File: src/rtl/mem_stage_controller_pkg.sv
// mem_stage_controller_pkg
// Shared types and constants for the MEM-stage data-memory controller.
//   mem_size_t  : access size encoding carried down the pipeline
//   mem_state_t : controller sequencing states
//   WSTRB_*     : base byte-strobe patterns before lane shifting
// Helper functions compute misalignment, strobes and lane-replicated store data.
package mem_stage_controller_pkg;

    typedef enum logic [1:0] {
        SIZE_BYTE    = 2'b00,
        SIZE_HALF    = 2'b01,
        SIZE_WORD    = 2'b10,
        SIZE_ILLEGAL = 2'b11
    } mem_size_t;

    typedef enum logic [1:0] {
        IDLE = 2'b00,
        REQ  = 2'b01,
        RESP = 2'b10,
        DONE = 2'b11
    } mem_state_t;

    localparam logic [3:0] WSTRB_NONE = 4'b0000;
    localparam logic [3:0] WSTRB_BYTE = 4'b0001;
    localparam logic [3:0] WSTRB_HALF = 4'b0011;
    localparam logic [3:0] WSTRB_WORD = 4'b1111;

    // The illegal size encoding is reported as a misalignment so that it
    // never reaches the memory port.
    function automatic logic isMisaligned(input mem_size_t size, input logic [1:0] lsb);
        logic result;
        case (size)
            SIZE_BYTE: result = 1'b0;
            SIZE_HALF: result = lsb[0];
            SIZE_WORD: result = |lsb;
            default:   result = 1'b1;
        endcase
        return result;
    endfunction

    // Strobes select the lanes touched by an aligned access.
    function automatic logic [3:0] wstrbFor(input mem_size_t size, input logic [1:0] lsb);
        logic [3:0] result;
        case (size)
            SIZE_BYTE: result = WSTRB_BYTE << lsb;
            SIZE_HALF: result = WSTRB_HALF << lsb;
            SIZE_WORD: result = WSTRB_WORD;
            default:   result = WSTRB_NONE;
        endcase
        return result;
    endfunction

    // Store data sits in the low bits; copying it into every lane lets the
    // strobes alone pick the destination bytes.
    function automatic logic [31:0] replicateStore(input mem_size_t size, input logic [31:0] wd);
        logic [31:0] result;
        case (size)
            SIZE_BYTE: result = {4{wd[7:0]}};
            SIZE_HALF: result = {2{wd[15:0]}};
            default:   result = wd;
        endcase
        return result;
    endfunction

endpackage

File: src/rtl/mem_stage_controller_load_aligner.sv
// load_aligner
// Purely combinational: selects the addressed byte/half lane of a read word
// and sign- or zero-extends it to 32 bits.
//   rdata_i    : raw 32-bit word from data memory
//   addr_lsb_i : byte offset within the word
//   size_i     : access size
//   unsigned_i : 1 = zero-extend, 0 = sign-extend
//   data_o     : extended load result
module load_aligner
    import mem_stage_controller_pkg::*;
(
    input  logic [31:0] rdata_i,
    input  logic [1:0]  addr_lsb_i,
    input  mem_size_t   size_i,
    input  logic        unsigned_i,
    output logic [31:0] data_o
);

    logic [7:0]  byteLane;
    logic [15:0] halfLane;

    // Lane selection followed by extension; word accesses pass straight through.
    always_comb begin
        byteLane = rdata_i[7:0];
        case (addr_lsb_i)
            2'd0: byteLane = rdata_i[7:0];
            2'd1: byteLane = rdata_i[15:8];
            2'd2: byteLane = rdata_i[23:16];
            2'd3: byteLane = rdata_i[31:24];
            default: byteLane = rdata_i[7:0];
        endcase
        halfLane = addr_lsb_i[1] ? rdata_i[31:16] : rdata_i[15:0];
        case (size_i)
            SIZE_BYTE: data_o = {{24{~unsigned_i & byteLane[7]}}, byteLane};
            SIZE_HALF: data_o = {{16{~unsigned_i & halfLane[15]}}, halfLane};
            default:   data_o = rdata_i;
        endcase
    end

endmodule

File: src/rtl/mem_stage_controller.sv
// mem_stage_controller
// Sequences the data-memory access of the EX/MEM instruction through a
// valid/ready request and a response wait, stalling the upstream pipeline
// until the access completes, then hands aligned load data (or a
// misalignment exception) to MEM/WB.
// Optional feature macro: MEM_TIMEOUT_EN adds a RESP timeout that raises a
// one-cycle bus_err and abandons the access after TIMEOUT_CYCLES.
// Ports:
//   clk, reset                          : clock, synchronous active-high reset
//   valid_m, mem_read_m, mem_write_m    : EX/MEM instruction control
//   mem_size_m, mem_unsigned_m          : access size and load extension
//   addr_m, wd_m, flush_m               : byte address, store data, kill
//   dmem_req_*                          : request channel to data memory
//   dmem_rsp_valid, dmem_rsp_rdata      : response channel from data memory
//   stall_o                             : freeze upstream pipeline registers
//   rdata_m, rdata_valid                : extended load result
//   misalign_exc, bus_err               : one-cycle exception pulses
module mem_stage_controller
    import mem_stage_controller_pkg::*;
#(
    parameter int TIMEOUT_CYCLES = 255,
    parameter int ADDR_W         = 32
) (
    input  logic              clk,
    input  logic              reset,
    input  logic              valid_m,
    input  logic              mem_read_m,
    input  logic              mem_write_m,
    input  logic [1:0]        mem_size_m,
    input  logic              mem_unsigned_m,
    input  logic [ADDR_W-1:0] addr_m,
    input  logic [31:0]       wd_m,
    input  logic              flush_m,
    output logic              dmem_req_valid,
    input  logic              dmem_req_ready,
    output logic              dmem_req_we,
    output logic [ADDR_W-1:0] dmem_req_addr,
    output logic [31:0]       dmem_req_wdata,
    output logic [3:0]        dmem_req_wstrb,
    input  logic              dmem_rsp_valid,
    input  logic [31:0]       dmem_rsp_rdata,
    output logic              stall_o,
    output logic [31:0]       rdata_m,
    output logic              rdata_valid,
    output logic              misalign_exc,
    output logic              bus_err
);

    mem_state_t        state_q, state_d;
    logic [ADDR_W-1:0] addr_q, addr_d;
    logic              we_q, we_d;
    logic [3:0]        wstrb_q, wstrb_d;
    logic [31:0]       wdata_q, wdata_d;
    mem_size_t         size_q, size_d;
    logic              unsigned_q, unsigned_d;
    logic              kill_q, kill_d;
    logic [31:0]       rdata_q, rdata_d;
    mem_size_t         sizeM;
    logic              memOp;
    logic [31:0]       alignedData;

`ifdef MEM_TIMEOUT_EN
    localparam int CNT_W = ($clog2(TIMEOUT_CYCLES + 1) > 8) ? $clog2(TIMEOUT_CYCLES + 1) : 8;
    logic [CNT_W-1:0] cnt_q, cnt_d;
    logic             timeoutHit;
`endif

    assign sizeM = mem_size_t'(mem_size_m);
    assign memOp = valid_m & (mem_read_m | mem_write_m) & ~flush_m;

    // Payload is held in registers so it stays stable for the whole REQ phase
    // even if the EX/MEM inputs wiggle.
    assign dmem_req_addr  = {addr_q[ADDR_W-1:2], 2'b00};
    assign dmem_req_wdata = wdata_q;
    assign dmem_req_we    = (state_q == REQ) & we_q;
    assign dmem_req_wstrb = (state_q == REQ) ? wstrb_q : WSTRB_NONE;
    assign rdata_m        = rdata_q;

    load_aligner u_loadAligner (
        .rdata_i    (dmem_rsp_rdata),
        .addr_lsb_i (addr_q[1:0]),
        .size_i     (size_q),
        .unsigned_i (unsigned_q),
        .data_o     (alignedData)
    );

    // Next-state and output decode. The kill flag remembers a flush that
    // arrives after the request went out: the bus transaction must still
    // complete, only the result is suppressed. DONE always falls back to
    // IDLE so one instruction can never launch two accesses.
    always_comb begin
        state_d        = state_q;
        addr_d         = addr_q;
        we_d           = we_q;
        wstrb_d        = wstrb_q;
        wdata_d        = wdata_q;
        size_d         = size_q;
        unsigned_d     = unsigned_q;
        kill_d         = kill_q;
        rdata_d        = rdata_q;
        stall_o        = 1'b0;
        dmem_req_valid = 1'b0;
        rdata_valid    = 1'b0;
        misalign_exc   = 1'b0;
`ifdef MEM_TIMEOUT_EN
        cnt_d          = cnt_q;
        timeoutHit     = 1'b0;
`endif
        case (state_q)
            IDLE: begin
                kill_d = 1'b0;
                if (memOp) begin
                    if (isMisaligned(sizeM, addr_m[1:0])) begin
                        misalign_exc = 1'b1;
                    end else begin
                        stall_o    = 1'b1;
                        addr_d     = addr_m;
                        we_d       = mem_write_m;
                        wstrb_d    = wstrbFor(sizeM, addr_m[1:0]);
                        wdata_d    = replicateStore(sizeM, wd_m);
                        size_d     = sizeM;
                        unsigned_d = mem_unsigned_m;
                        state_d    = REQ;
                    end
                end
            end
            REQ: begin
                stall_o        = 1'b1;
                dmem_req_valid = 1'b1;
                if (flush_m) kill_d = 1'b1;
                if (dmem_req_ready) begin
                    state_d = RESP;
`ifdef MEM_TIMEOUT_EN
                    cnt_d   = '0;
`endif
                end
            end
            RESP: begin
                stall_o = 1'b1;
                if (flush_m) kill_d = 1'b1;
                if (dmem_rsp_valid) begin
                    if (!we_q) rdata_d = alignedData;
                    state_d = DONE;
                end
`ifdef MEM_TIMEOUT_EN
                else if (cnt_q == CNT_W'(TIMEOUT_CYCLES - 1)) begin
                    timeoutHit = 1'b1;
                    kill_d     = 1'b1;
                    state_d    = DONE;
                end else begin
                    cnt_d = cnt_q + 1'b1;
                end
`endif
            end
            DONE: begin
                rdata_valid = ~we_q & ~kill_q;
                state_d     = IDLE;
            end
            default: state_d = IDLE;
        endcase
    end

`ifdef MEM_TIMEOUT_EN
    assign bus_err = timeoutHit;
`else
    assign bus_err = 1'b0;
`endif

    // State and payload registers; reset abandons any in-flight access.
    always_ff @(posedge clk) begin
        if (reset) begin
            state_q    <= IDLE;
            addr_q     <= '0;
            we_q       <= 1'b0;
            wstrb_q    <= WSTRB_NONE;
            wdata_q    <= '0;
            size_q     <= SIZE_BYTE;
            unsigned_q <= 1'b0;
            kill_q     <= 1'b0;
            rdata_q    <= '0;
`ifdef MEM_TIMEOUT_EN
            cnt_q      <= '0;
`endif
        end else begin
            state_q    <= state_d;
            addr_q     <= addr_d;
            we_q       <= we_d;
            wstrb_q    <= wstrb_d;
            wdata_q    <= wdata_d;
            size_q     <= size_d;
            unsigned_q <= unsigned_d;
            kill_q     <= kill_d;
            rdata_q    <= rdata_d;
`ifdef MEM_TIMEOUT_EN
            cnt_q      <= cnt_d;
`endif
        end
    end

endmodule

File: config.mk
export PLATFORM = sky130hd
export DESIGN_NAME = mem_stage_controller
export DESIGN_NICKNAME = d
export VERILOG_FILES = /design/src/rtl/mem_stage_controller_pkg.sv /design/src/rtl/mem_stage_controller_load_aligner.sv /design/src/rtl/mem_stage_controller.sv
export SDC_FILE = /design/constraint.sdc
export NUM_CORES = 1
export LEC_CHECK = 0
export BUFFER_PORTS_ARGS = -buffer_cell sky130_fd_sc_hd__buf_2
export CORE_MARGIN = 5
export CORE_UTILIZATION = 31
export DETAILED_ROUTE_END_ITERATION = 8
export PLACE_DENSITY = 0.56
export REMOVE_ABC_BUFFERS = 1
export SLEW_MARGIN = 5
export SYNTH_ARGS = -nofsm -noshare
export SYNTH_HDL_FRONTEND = slang
export SYNTH_SLANG_ARGS = --single-unit
export TNS_END_PERCENT = 1
File: constraint.sdc
create_clock -name clk -period 3 [get_ports clk]
set_input_delay 0.3 -clock clk [delete_from_list [all_inputs] [get_ports clk]]
set_output_delay 0.3 -clock clk [all_outputs]
set_load 0.01 [all_outputs]
* Word-level counts from Yosys, hierarchy flattened
Cells that the tools add are included.
Cells by class: muxes and demuxes 24, bitwise operators 12, reductions and logical operators 11, shift operators 2, equal/unequal tests 14
Operators with widths (count):
- one-hot mux 32 bit (2 select lines) | 2
- one-hot mux 8 bit (4 select lines) | 1
- 2-to-1 mux 16 bit | 1
- one-hot mux 4 bit (3 select lines) | 1
- == test 2 bit, second input constant | 5
- 2-to-1 mux 1 bit | 10
- == test 2 x 1 -> 1 bit, second input constant | 4
- zero test 2 bit | 4
- 2-to-1 mux 2 bit | 4
- != test 2 bit, second input constant | 4
- one-hot mux 2 bit (4 select lines) | 1
- AND 1 bit | 6
- AND reduction 3 bit | 2
- NOT 1 bit | 5
- 2-to-1 mux 4 bit | 1
- one-hot mux 1 bit (2 select lines) | 2
- AND reduction 4 bit | 1
- OR reduction 2 bit | 2
- left shift 1 x 2 -> 4 bit, first input constant | 1
- left shift 2 x 2 -> 4 bit, first input constant | 1
- one-hot mux 1 bit (3 select lines) | 1
- != test 2 x 1 -> 1 bit, second input constant | 1
- AND reduction 2 bit | 1
- nonzero test 2 bit | 1
- bitwise OR 1 bit | 1
Storage, ports and cells: word-level logic and storage cells 72, input bits 107, bits in registers 107, output and inout bits 106

* Depth between registers and ports, before layout
depth in word-level cells 8, gate-level depth with buffers 8, mapped depth without buffers 6

* Hierarchy
From an unflattened synthesis, not the netlist that was laid out.
Unflattened totals: cell total of the unflattened synthesis 712, area total of the unflattened synthesis 5627.9 um^2
Modules (own cells, without submodules):
- mem_stage_controller | instances 1, area an instance 4644.5 um^2, cells an instance 579, sequential area each 2142.1 um^2
- load_aligner | instances 1, area an instance 983.4 um^2, cells an instance 133, sequential area each 0.0 um^2

* Worst setup path before layout
No wires, ideal clock.
path kind input -> output, start input port mem_size_m[0], end output port stall_o, stages 8, buffers on the path 4, data required time 2.700 ns, arrival time 1.417 ns, path slack 1.283 ns, cell sequence buf_2 -> a21oi_2 -> o2111a_1 -> buf_4 -> buf_6 -> buf_6 -> nor2_1 -> nor2_1
On the way: cells in the longest elaborated chain, start to end 7, elaborated cells on any way between the ends 9, those cells by class 2 x eq/ne; 6 x mux; 1 x reduce/logical
Ends and longest elaborated chain:
- start, declared | RTL line mem_stage_controller.sv:29 | input logic [1:0] mem_size_m,
- == test 2 bit, or another cell as far along | RTL line mem_stage_controller_pkg.sv:32 | case (size)
- one-hot mux 1 bit (3 select lines) * | RTL line mem_stage_controller_pkg.sv:32
- 2-to-1 mux 1 bit * | RTL line mem_stage_controller.sv:112 | if (memOp) begin
- 2-to-1 mux 1 bit * | RTL line mem_stage_controller.sv:109 | case (state_q)
- 2-to-1 mux 1 bit * | RTL line mem_stage_controller.sv:113 | if (isMisaligned(sizeM, addr_m[1:0])) begin
- 2-to-1 mux 1 bit * | RTL line mem_stage_controller.sv:112
- one-hot mux 1 bit (2 select lines) * | RTL line mem_stage_controller.sv:109
- end, declared | RTL line mem_stage_controller.sv:42 | output logic stall_o,
Every way passes the cells marked *; elsewhere a longest branch is shown, timed or not. The select of a mux whose other input is x is not followed.

* Final worst setup path
start register state_q[1], end output port stall_o
On the way: cells in the longest elaborated chain, start to end 3, elaborated cells on any way between the ends 5, those cells by class 2 x eq/ne; 1 x mux; 2 x reduce/logical
Ends and longest elaborated chain:
- start, declared | RTL line mem_stage_controller.sv:49 | mem_state_t state_q, state_d;
- start signal, assigned | RTL line mem_stage_controller.sv:185 | state_q <= state_d;
- == test 2 x 1 -> 1 bit / == test 2 bit (equally long branches) | RTL line mem_stage_controller.sv:109
- OR reduction 2 bit (no source line)
- one-hot mux 1 bit (2 select lines) * | RTL line mem_stage_controller.sv:109
Every way passes the cells marked *; elsewhere a longest branch is shown, timed or not.

==> results.sh <==
export IMPL_syn_area_sq_mm=0.005136
export IMPL_die_x_um=138.7
export IMPL_fin_hold_ws_ns=0.1756
export IMPL_drtPass1Iterations=4
export IMPL_synth_common_cells="148 x nand2_1, 107 x dfxtp_1, 70 x a21oi_1"
export IMPL_fin_nets=910
export IMPL_critPathTopFamily="compound AO/OA/AOI/OAI gates"
export IMPL_top_usage_layer="met2"
export IMPL_clkPwrFrac=0.354
export IMPL_swShare=0.3039
export IMPL_ys_ff_latch=107
export IMPL_num_antenna_cells=0
export IMPL_grt_antenna_before_repair=2
export IMPL_synth_area_leaders="dfxtp_1 42%, nand2_1 11%, a21oi_1 6.8%, buf_4 5.6%, a211oi_1 4.4%"
export IMPL_maxSlewViolCount=0
export IMPL_crit_path_frequent_cell="nor2_1"
export IMPL_io_buffers=209
export IMPL_grt_use_met1=0.2104
export IMPL_cts_root_buf="clkbuf_16"
export IMPL_crit_required_ns=2.70
export IMPL_die_height_um=138.7
export IMPL_p_per_area_mw_per_mm2=557.8
export IMPL_yosysMostFrequentCell="nand2_1"
export IMPL_fin_crit_sh=0.7781
export IMPL_synth_edff_count=0
export IMPL_clock_sinks=107
export IMPL_grt_max_degree=56
export IMPL_tightest_slew_ns=0.9799
export IMPL_p_int_mw=2.481
export IMPL_routabilityCongestion=0.7696
export IMPL_leakage_nw=2.693
export IMPL_crit_slowest_cell="o2111a_4"
export IMPL_slew_headroom=0.3464
export IMPL_track_usage=0.1582
export IMPL_num_fill_cells=1762
export IMPL_yosys_warnings=0
export IMPL_finalSetupTns_ns=0
export IMPL_cts_clk_slew_worst_paths_ns=0.08
export IMPL_drc=0
export IMPL_use_met3=0.05897
export IMPL_status="finished clean"
export IMPL_htreeDepth=3
export IMPL_async_flop_share=0
export IMPL_cts_setup_buffers=0
export IMPL_gr_total_overflow=0
export IMPL_start_util=0.3130
export IMPL_cts_resized=0
export IMPL_crit_type="register to output port"
export IMPL_seq_power_share=0.446
export IMPL_cts_hold_buffers=0
export IMPL_synth_top_cell_area_share=0.4171
export IMPL_ant_nets=0
export IMPL_drive_above_1_share=0.3209
export IMPL_dp_slack_ns=0.8117
export IMPL_fin_ws_ns=0.6657
export IMPL_syn_avg_cell_area_sq_um=7.878
export IMPL_num_rows=47
export IMPL_grtUsageMet2=0.2400
export IMPL_dieArea_sq_mm=0.01924
export IMPL_seq_area_frac_synth=0.4171
export IMPL_grt_pass1_vias=4807
export IMPL_synthCells=652
export IMPL_cap_violations=0
export IMPL_cpPeakStageDelay_ns=0.61
export IMPL_clock_latency_ns=0.35
export IMPL_crit_fanout=48
export IMPL_tritoncts="done"
export IMPL_end_kind="output port"
export IMPL_num_vias=4971
export IMPL_coreArea_sq_mm=0.01641
export IMPL_vias_per_cell=4.854
export IMPL_max_vdd_ir_drop_mv=0.3100
export IMPL_pin_count=213
export IMPL_wl_per_cell_um=15.24
export IMPL_synth_flop_cell="dfxtp_1"
export IMPL_hp_class="primary input to register"
export IMPL_p_comb_frac=0.200
export IMPL_critPathBufInv=2
export IMPL_cp_cell_sequence="inv_1 -> ha_1 -> o2111a_4 -> nor2_1 -> nor2_1 -> buf_2"
export IMPL_yosysTopAreaCell="dfxtp_1"
export IMPL_fmax_mhz=428.4
export IMPL_p_sw_mw=1.083
export IMPL_fin_skew_ns=0.007552
export IMPL_rsz0062_at_grt="false"
export IMPL_cts_made_buffers=9
export IMPL_seq_area_sq_mm=0.002142
export IMPL_start_kind="register"
export IMPL_wirelength_um=15610
export IMPL_dp_hpwl_um=11320
export IMPL_initialDrtViolationCount=212
export IMPL_synthDistinctLibCells=40
export IMPL_areaGrowthSynthToFinish_pct=24.38
export IMPL_crit_arrival_ns=2.03
export IMPL_post_route_min_period_ns=2.334
export IMPL_grt_pass1_wl_um=25300
export IMPL_multi_input_area_sq_mm=0.002509
export IMPL_clk_path_buf_depth=2
export IMPL_setup_viol=0
export IMPL_hold_viol_final=0
==> power groups by stage <==
stage | Combinational (mW) | Clock [mW] | Sequential [mW]
after floorplan | 0.345 | 0 | 1.65
final | 0.713 | 1.26 | 1.59
after detailed placement | 0.723 | 0 | 1.62
after global routing | 0.798 | 1.36 | 1.61
after global placement | 0.723 | 0 | 1.62
after CTS | 0.724 | 1.31 | 1.59
==> cell families (layout without fill, tap and decap cells) <==
group / Yosys count / in the layout / synth area share
AND/OR/NAND/NOR: 260 / 260 / 0.2117
AO/OA/AOI/OAI: 170 / 170 / 0.2202
flip-flops: 107 / 107 / 0.4171
buffers and inverters: 90 / 240 / 0.1016
multiplexers: 20 / 20 / 0.03898
adder cells (fa/ha/maj): 4 / 4 / 0.009745
other: 1 / 3 / 0.0007301
==> worst register-to-register path: stages, from the launching register on <==
cell      delay [ns]
dfxtp_1         0.35
inv_1           0.09
ha_1            0.18
nand2_1         0.09
or2_2           0.40
a31oi_2         0.74
a211oi_1        0.17
==> layer usage <==
metal	share of wire	vias to the layer above	routed length (um)
li1	-	2487	-
met5	0.0013	-	21
met2	0.43	189	6718
met4	0.015	4	228
met1	0.46	2273	7148
met3	0.095	18	1488
==> final cells by class <==
class                           count  area share
Clock buffer                        9     0.03525
Timing Repair Buffer              219      0.1778
Clock inverter                      7     0.01293
Sequential cell                   107      0.3353
Tap cell                          220     0.04309
Multi-Input combinational cell    457      0.3927
Inverter                            5    0.002938
==> final timing paths <==
check / from / to / slack (ns) / cells past startpoint
worst max register to register: state_q[0]$_SDFFE_PP0P_ / rdata_m[29]$_SDFFE_PP0P_ / 0.82 / 6
worst min register to register: wstrb_q[1]$_SDFFE_PP0P_ / wstrb_q[1]$_SDFFE_PP0P_ / 0.45 / 2
worst min-delay path: addr_m[8] / addr_q[8]$_SDFFE_PP0P_ / 0.18 / 3
worst max-delay path: state_q[1]$_SDFFE_PP0P_ / stall_o / 0.67 / 6
==> sequential cells by signal, summed over array words and instances (netlist names) <==
| register | flops |
|---|---|
| addr_q | 32 |
| dmem_req_wdata | 32 |
| rdata_m | 32 |
| wstrb_q | 4 |
| size_q | 2 |
| state_q | 2 |
| kill_q | 1 |
| unsigned_q | 1 |
| we_q | 1 |
==> placed cells by master, fill, tap and decap left out, drive strengths merged, types with 2 or more instances in the layout <==
master / instances
dfxtp: 107
nor3: 9
conb: 3
ha: 4
a211oi: 38
and2: 5
a311oi: 8
buf: 219
nor2b: 11
nor2: 60
a22o: 2
nand2b: 8
o211ai: 3
mux2i: 20
a31o: 6
o2111ai: 2
or2: 2
o21ai: 19
inv: 9
a21o: 7
clkbuf: 9
nand2: 148
a22oi: 8
nand3: 14
a21oi: 71
==> stage by stage <==
step | std cells | area (sq um) | utilization | power (mW)
2_1_floorplan | 569 | 4641 | - | 2.000
3_3_place_gp | 1008 | 6081 | 0.3706 | 2.344
3_5_place_dp | 1008 | 6081 | 0.3706 | 2.345
4_1_cts | 1024 | 6389 | 0.3894 | 3.620
5_1_grt | 1024 | 6389 | 0.3894 | 3.765
6_report | 1024 | 6389 | 0.3894 | 3.564
(Power assumes the default switching activity.)
